===== config.mk =====
export PLATFORM = sky130hd
export DESIGN_NAME = multiplier_flat
export DESIGN_NICKNAME = d
export VERILOG_FILES = /design/src/rtl/multiplier_if.sv /design/src/rtl/multiplier.sv /design/src/flat_wrapper.sv
export SDC_FILE = /design/constraint.sdc
export NUM_CORES = 2
export LEC_CHECK = 0
export CORE_UTILIZATION = 50
export DETAILED_ROUTE_END_ITERATION = 6
export GPL_TIMING_DRIVEN = 0
export HOLD_SLACK_MARGIN = 0.06
export PLACE_DENSITY_LB_ADDON = 0.15
export SKIP_CTS_REPAIR_TIMING = 1
export SLEW_MARGIN = 20
export SYNTH_ARGS = -nofsm -noshare
export SYNTH_HDL_FRONTEND = slang
export SYNTH_SLANG_ARGS = --single-unit

===== constraint.sdc =====
create_clock -name clk -period 10.32 [get_ports clk]
set_clock_uncertainty 0.15 [all_clocks]
set_input_delay 1.548 -clock clk [delete_from_list [all_inputs] [get_ports clk]]
set_output_delay 1.548 -clock clk [all_outputs]
set_load 0.01 [all_outputs]

===== src/rtl/multiplier_if.sv =====
// Operand/result bundle for the binary32 multiplier.
// The flags field exists only when MULT_FLAGS_EN is defined.
interface multiplier_if;
    logic        in_valid;
    logic [31:0] A;
    logic [31:0] B;
    logic [31:0] S;
    logic        out_valid;
`ifdef MULT_FLAGS_EN
    logic [3:0]  flags;

    modport master (output in_valid, A, B, input S, out_valid, flags);
    modport slave  (input in_valid, A, B, output S, out_valid, flags);
`else
    modport master (output in_valid, A, B, input S, out_valid);
    modport slave  (input in_valid, A, B, output S, out_valid);
`endif
endinterface


===== src/rtl/multiplier.sv =====
// Two-stage IEEE-754 binary32 multiplier, round-to-nearest-even, subnormals flushed to zero.
// Define MULT_FLAGS_EN to add the {invalid, overflow, underflow, inexact} flags output.
module multiplier (
    input  logic         clk,
    input  logic         rst,
    multiplier_if.slave  bus
);

    localparam logic [31:0] QNAN = 32'h7FC00000;

    logic        aSign, bSign;
    logic [7:0]  aExp, bExp;
    logic [22:0] aFrac, bFrac;
    logic        aNan, bNan, aInf, bInf, aZero, bZero;

    logic               sign1_d, nan1_d, inf1_d, zero1_d;
    logic signed [9:0]  exp1_d;
    logic [47:0]        prod1_d;

    logic               v1_q, sign1_q, nan1_q, inf1_q, zero1_q;
    logic signed [9:0]  exp1_q;
    logic [47:0]        prod1_q;

    logic [31:0] S_d, S_q;
    logic        outValid_q;

    assign aSign = bus.A[31];
    assign aExp  = bus.A[30:23];
    assign aFrac = bus.A[22:0];
    assign bSign = bus.B[31];
    assign bExp  = bus.B[30:23];
    assign bFrac = bus.B[22:0];

    // Exponent 0 covers both true zero and flushed subnormals.
    assign aNan  = (aExp == 8'hFF) && (aFrac != 23'd0);
    assign bNan  = (bExp == 8'hFF) && (bFrac != 23'd0);
    assign aInf  = (aExp == 8'hFF) && (aFrac == 23'd0);
    assign bInf  = (bExp == 8'hFF) && (bFrac == 23'd0);
    assign aZero = (aExp == 8'h00);
    assign bZero = (bExp == 8'h00);

    always_comb begin
        sign1_d = aSign ^ bSign;
        exp1_d  = $signed({2'b00, aExp}) + $signed({2'b00, bExp}) - 10'sd127;
        prod1_d = {1'b1, aFrac} * {1'b1, bFrac};
        nan1_d  = aNan || bNan || (aInf && bZero) || (bInf && aZero);
        inf1_d  = !nan1_d && (aInf || bInf);
        zero1_d = !nan1_d && !inf1_d && (aZero || bZero);
    end

    logic [22:0]       mant, mantOut;
    logic              guard, rnd, sticky, roundUp;
    logic [24:0]       mantRnd;
    logic signed [9:0] expN, expR;
    logic              finite, ovf, unf;

    // Product lies in [1,4); bit 47 selects which alignment feeds the 23-bit fraction.
    always_comb begin
        if (prod1_q[47]) begin
            mant   = prod1_q[46:24];
            guard  = prod1_q[23];
            rnd    = prod1_q[22];
            sticky = |prod1_q[21:0];
            expN   = exp1_q + 10'sd1;
        end else begin
            mant   = prod1_q[45:23];
            guard  = prod1_q[22];
            rnd    = prod1_q[21];
            sticky = |prod1_q[20:0];
            expN   = exp1_q;
        end
        roundUp = guard && (rnd || sticky || mant[0]);
        mantRnd = {2'b01, mant} + {24'd0, roundUp};
        expR    = mantRnd[24] ? expN + 10'sd1 : expN;
        mantOut = mantRnd[24] ? mantRnd[23:1] : mantRnd[22:0];
        finite  = !nan1_q && !inf1_q && !zero1_q;
        ovf     = finite && (expR >= 10'sd255);
        unf     = finite && (expR <= 10'sd0);

        if (nan1_q)
            S_d = QNAN;
        else if (inf1_q || ovf)
            S_d = {sign1_q, 8'hFF, 23'd0};
        else if (zero1_q || unf)
            S_d = {sign1_q, 31'd0};
        else
            S_d = {sign1_q, expR[7:0], mantOut};
    end

`ifdef MULT_FLAGS_EN
    logic       invalid1_d, invalid1_q;
    logic [3:0] flags_d, flags_q;

    assign invalid1_d = (aInf && bZero && !bNan) || (bInf && aZero && !aNan);

    // A flushed-to-zero result discards every fraction bit, so it is inexact too.
    always_comb begin
        if (nan1_q)
            flags_d = {invalid1_q, 3'b000};
        else if (inf1_q || zero1_q)
            flags_d = 4'b0000;
        else if (ovf)
            flags_d = 4'b0101;
        else if (unf)
            flags_d = 4'b0011;
        else
            flags_d = {3'b000, guard | rnd | sticky};
    end

    always_ff @(posedge clk) begin
        if (rst) begin
            flags_q <= 4'd0;
        end else begin
            if (bus.in_valid)
                invalid1_q <= invalid1_d;
            if (v1_q)
                flags_q <= flags_d;
        end
    end

    assign bus.flags = flags_q;
`endif

    always_ff @(posedge clk) begin
        if (rst) begin
            v1_q       <= 1'b0;
            outValid_q <= 1'b0;
            S_q        <= 32'h0;
        end else begin
            v1_q       <= bus.in_valid;
            outValid_q <= v1_q;
            if (bus.in_valid) begin
                sign1_q <= sign1_d;
                exp1_q  <= exp1_d;
                prod1_q <= prod1_d;
                nan1_q  <= nan1_d;
                inf1_q  <= inf1_d;
                zero1_q <= zero1_d;
            end
            if (v1_q)
                S_q <= S_d;
        end
    end

    assign bus.S         = S_q;
    assign bus.out_valid = outValid_q;

endmodule


===== src/flat_wrapper.sv =====
// flat-port wrapper written by rule: the top's interface ports become plain ports
module multiplier_flat 
  (clk, rst, bus_in_valid, bus_A, bus_B, bus_S, bus_out_valid);
  multiplier_if bus_i ();
  input  logic clk;
  input  logic rst;
  input wire logic [$bits(bus_i.in_valid)-1:0] bus_in_valid;
  input wire logic [$bits(bus_i.A)-1:0] bus_A;
  input wire logic [$bits(bus_i.B)-1:0] bus_B;
  output wire logic [$bits(bus_i.S)-1:0] bus_S;
  output wire logic [$bits(bus_i.out_valid)-1:0] bus_out_valid;
  assign bus_i.in_valid = bus_in_valid;
  assign bus_i.A = bus_A;
  assign bus_i.B = bus_B;
  assign bus_S = bus_i.S;
  assign bus_out_valid = bus_i.out_valid;
  multiplier u_core (.clk(clk), .rst(rst), .bus(bus_i));
endmodule

### Word level (Yosys, flattened, before mapping)

Index checks and enable logic that the tools add are counted.

| word-level totals | value |
|---|---|
| flip-flop bits (word level) | 96 |
| word-level logic and storage cells | 68 |
| output and inout port bits | 33 |

| operators by class | value |
|---|---|
| eq/ne operators | 2 |
| bitwise gates (word level) | 2 |
| mux-type cells | 10 |
| $add $sub $neg | 5 |
| multipliers | 1 |
| reduce and logical (&&, ||, !) cells | 37 |
| $lt $le $gt $ge | 2 |

Operator list:

| cell | number |
|---|---|
| $mux 31 | 2 |
| $mul 24x24->48 | 1 |
| $logic_not 23->1 | 2 |
| $mux 23 | 2 |
| $reduce_bool 23->1 | 2 |
| $mux 32 | 1 |
| $add 24x1->25 | 1 |
| $reduce_or 22->1 | 1 |
| $reduce_or 21->1 | 1 |
| $add 10x2->10 const B | 2 |
| $mux 10 | 2 |
| $eq 8x8->1 const B | 2 |
| $logic_not 8->1 | 2 |
| $logic_and 1x1->1 | 14 |
| $ge 10x9->1 const B | 1 |
| $le 10x1->1 const B | 1 |
| $sub 10x8->10 const B | 1 |
| $add 8x8->9 | 1 |
| $logic_or 1x1->1 | 9 |
| $logic_not 1->1 | 5 |
| $mux 1 | 3 |
| $reduce_and 2->1 | 1 |
| $not 1->1 | 1 |
| $xor 1x1->1 | 1 |

### Longest topological paths before layout

| depth | value |
|---|---|
| depth in word-level cells | 13 |
| depth in mapped cells | 26 |
| gate-level depth less buffers | 25 |

### Least setup slack after synthesis

No wires, ideal clock.

| timing | value |
|---|---|
| kind | in2reg |
| start | input port bus_B[12] |
| end | register u_core.prod1_q[47] (data pin) |
| setup slack | 2.177 ns |
| arrival time | 7.732 ns |
| cell stages on the path | 26 |
| setup time | 0.261 ns |
| cell sequence | clkbuf_1 -> clkbuf_1 -> nand2_1 -> fa_1 -> inv_1 -> fa_1 -> inv_1 -> fa_1 -> inv_1 -> fa_1 -> fa_1 -> fa_1 -> inv_1 -> fa_1 -> inv_1 -> ha_1 -> clkbuf_1 -> a21o_1 -> a21o_1 -> a21o_1 -> a21oi_1 -> a311oi_1 -> o21a_1 -> or2_1 -> a41oi_1 -> xnor2_1 |

| on the way | value |
|---|---|
| cells in the longest elaborated chain, start to end | 1 |

RTL lines:

| what | line | RTL |
|---|---|---|
| start, declared | flat_wrapper.sv:9 | `input wire logic [$bits(bus_i.B)-1:0] bus_B;` |
| $mul 24x24->48 | multiplier.sv:45 | `prod1_d = {1'b1, aFrac} * {1'b1, bFrac};` |
| named net u_core.prod1_d[47] | multiplier.sv:18 | `logic [47:0] prod1_d;` |
| end signal, assigned | multiplier.sv:135 | `prod1_q <= prod1_d;` |
| end, declared | multiplier.sv:22 | `logic [47:0] prod1_q;` |

The timed path passes the listed nets, and every way through them passes these cells.
A chain may end at the register's enable or synchronous reset.

### Worst setup path after layout

| timing | value |
|---|---|
| start | input port bus_B[2] |
| end | register u_core.prod1_q[31] (data pin) |

The elaborated chain is that of the path after synthesis.

==> metrics.md <==
| Metric | Value |
|---|---|
| Outcome | finished clean |
| Die Area | 48,900 sq um |
| Gpl congestion | 0.992 |
| Final setup violating endpoints | 0 |
| WP buf/inv | 6 |
| Worst path cell trace | clkdlybuf4s50_1, clkbuf_1, and2_1, fa_1, fa_1, inv_1, fa_1, fa_1, inv_1, fa_1, fa_1, inv_1, fa_1, inv_1, ha_1, a211oi_1, nand2_1, a211o_1, o211a_1, a21boi_0, o21bai_1, a2111oi_0, nor3_1, xor2_1 |
| Crit path max fanout | 10 |
| Synth Register Bits | 96 |
| Row cnt | 79 |
| Top-area cell type share of the netlist area | 40.3% |
| Synth Cell Area | 24,000 sq um |
| Hpwl dp | 62.3 mm |
| Worst path slowest cell | clkdlybuf4s50_1 |
| Max Buffers Root-to-Sink | 2 |
| I/O pin count | 100 |
| Wire length per cell | 22.1 um |
| Port bufs | 99 |
| Hold Crit Depth | 2 |
| Cells after Synth | 2,630 |
| Post-synthesis compound-gate area fraction | 6.62% |
| Via density per instance | 5.53 |
| Util after Layout | 55.6% |
| Overflow left after global routing | 0 |
| Post-synthesis mux area share | 0.980% |
| Worst EP arrival | 10,020 ps |
| CTS sink cnt | 96 |
| TNS Setup | 0 ps |
| Sequential area share after synthesis | 10.6% |
| Setup Crit Path Kind | in2reg |
| CP required | 10,270 ps |
| Final min period | 10,070 ps |
| Mapped Avg Cell Area | 9.13 sq um |
| Post-Synth XOR/XNOR Area | 3.87% |
| Synth area leaders | fa_1, ha_1, inv_1, edfxtp_1, and2_1 |
| CP most frequent cell | fa_1 |
| Adder-cell area share of the yosys netlist | 50.0% |
| CP Launch Type | input pin |
| Commonest cells after routing, fill and taps aside | inv_1, fa_1, nand2_1 |
| DR iter-0 viols | 1,411 |
| Distinct cells, synth | 78 |
| CP Capture Type | flip-flop |
| Register-to-register setup slack | 4370 ps |
| First-pass detailed-route iteration total | 5 |
| Worst Max-Slew Pin Slew | 945 ps |
| Total CTS buffers | 9 |
| Crit Reg-Reg Startpoint | u_core.prod1_q[47] |
| Core footprint | 47,000 sq um |
| First-pass GRT wire length | 115 mm |
| Layout overhead on the synthesized area | 8.73% |
| Root Driver | clkbuf_16 |
| FFs w/ async S/R, synth | 0% |
| R2r worst-path depth | 20 |
| Cell family with the largest share of critical-path delay | adder cells |
| Worst-Skew Late Latency | 360 ps |
| Initial antenna violation count | 3 |
| Vias | 18,500 |
| Largest net degree at the start of global routing | 30 |
| Vias in the first global route | 19,600 |
| Most common cell after layout, fill and taps aside | inv_1 |
| CTS tree | done |
| Dominant synthesized flop cell | edfxtp_1 |
| Routed Antenna Nets | 0 |
| DRT Wirelength | 74.1 mm |
| Max H-tree Level | 3 |
| DIE HEIGHT | 221 um |
| Die X | 221 um |
| Crit. Startpoint | bus_B[2] |
| Hold Startpoint | u_core.bus.S[31] |
| Syn nets | 3,366 |
| Largest family of logic cells by synthesized area | adder cells |
| Final Max Tran Viols | 0 |
| Yosys top cell by area | fa_1 |
| Antenna cells | 0 |
| Yosys warns | 0 |
| Total track usage | 31.3% |
| RR Endpoint | u_core.bus.S[3] |
| DRC errors left | 0 |
| Max_cap viols | 0 |
| Headroom to the max-slew limit | 36.7% |
| RSZ-0062 raised after global routing | no |
| Min-Delay Endpoint | u_core.bus.S[31] |
| Clock slew at reported path FFs | 70 ps |
| Fin crit share | 97.6% |
| CP max stage delay | 860 ps |
| Initial core utilization | 51.1% |
| Max Freq | 99.3 MHz |
| Post-synth EDFFs | 62 |
| Nets | 3,478 |
| Hold Vio Cnt, Final | 0 |
| Layout cells sized above 1 | 2.26% |
| Simple-Gate Fraction of Synth Area | 16.8% |
| Worst Hold Class | reg2reg |
[synth_stat cells (12+ instances only)]
library cell / count
inv_1: 592
fa_1: 483
nand2_1: 331
and2_1: 249
ha_1: 186
clkbuf_1: 100
nor2_1: 84
xnor2_1: 66
a21oi_1: 63
edfxtp_1: 62
xor2_1: 40
dfxtp_1: 34
nand3_1: 28
a21o_1: 27
o21ai_0: 26
nor4_1: 23
mux2i_1: 19
nand4_1: 18
a211oi_1: 17
nor3_1: 14
o21bai_1: 12
[worst min-delay path, cell delays in order (launching register included)]
cell and delay (ps):
dfxtp_1 310, nand2b_1 60, a21oi_1 50
[worst max path at each step]
stage                     slack, ps  cells past startpoint                  to
after floorplan                2180                     26  u_core.prod1_q[47]
after global placement          -80                     27  u_core.prod1_q[47]
after detailed placement        -90                     27  u_core.prod1_q[47]
after CTS                       280                     27  u_core.prod1_q[47]
after global routing             20                     24  u_core.prod1_q[42]
final                           250                     24  u_core.prod1_q[31]
[sequential cells by signal, indices dropped and copies added, names as in the netlist]
| register | flops |
|---|---|
| u_core.prod1_q | 48 |
| u_core.bus.S | 32 |
| u_core.bus.out_valid | 1 |
| u_core.v1_q | 1 |
| u_core.zero1_q | 1 |
| u_core.nan1_q | 1 |
| u_core.inf1_q | 1 |
| u_core.exp1_q | 10 |
| u_core.sign1_q | 1 |
[kinds of logic after synthesis]
group	Yosys count
and+or+nand+nor	805
xor gates and xnor gates	106
AOI/OAI and AO/OA	224
buffers and inverters	707
muxes	23
adders and majority gates	669
DFF	96
[final cells by class]
type / instances / area (sq um)
Sequential cell: 96 / 2540
Tap cell: 607 / 759
Clock buffer: 10 / 229
Multi-Input combinational cell: 1827 / 18800
Fill cell: 4318 / 20800
Timing Repair Buffer: 101 / 1040
Clock inverter: 6 / 57.6
Inverter: 595 / 2230
Buffer: 112 / 462
[routing by layer]
metal  wire (um)  vias up  part of all wire (%)  track usage (%)
met4        2640        4                   3.6             11.4
met3        6230      147                   8.4             6.03
met2       33800      760                    46             50.4
li1            -     8224                     -                -
met5          32        -                 0.043                0
met1       31400     9400                    42             42.1
[through the flow]
step / hold slack, ps / instance area [sq um] / setup WS [ps] / cells
after floorplan: 332 / 24000 / 2180 / 2630
after global placement: 312 / 25800 / -83.7 / 3336
after detailed placement: 313 / 25800 / -89.7 / 3338
after CTS: 324 / 26100 / 279 / 3354
after global routing: 354 / 26100 / 18.1 / 3354
final: 322 / 26100 / 247 / 3354
Power is not shown: default switching activity piles up to over one toggle a cycle in this logic, so the estimate is an artifact.
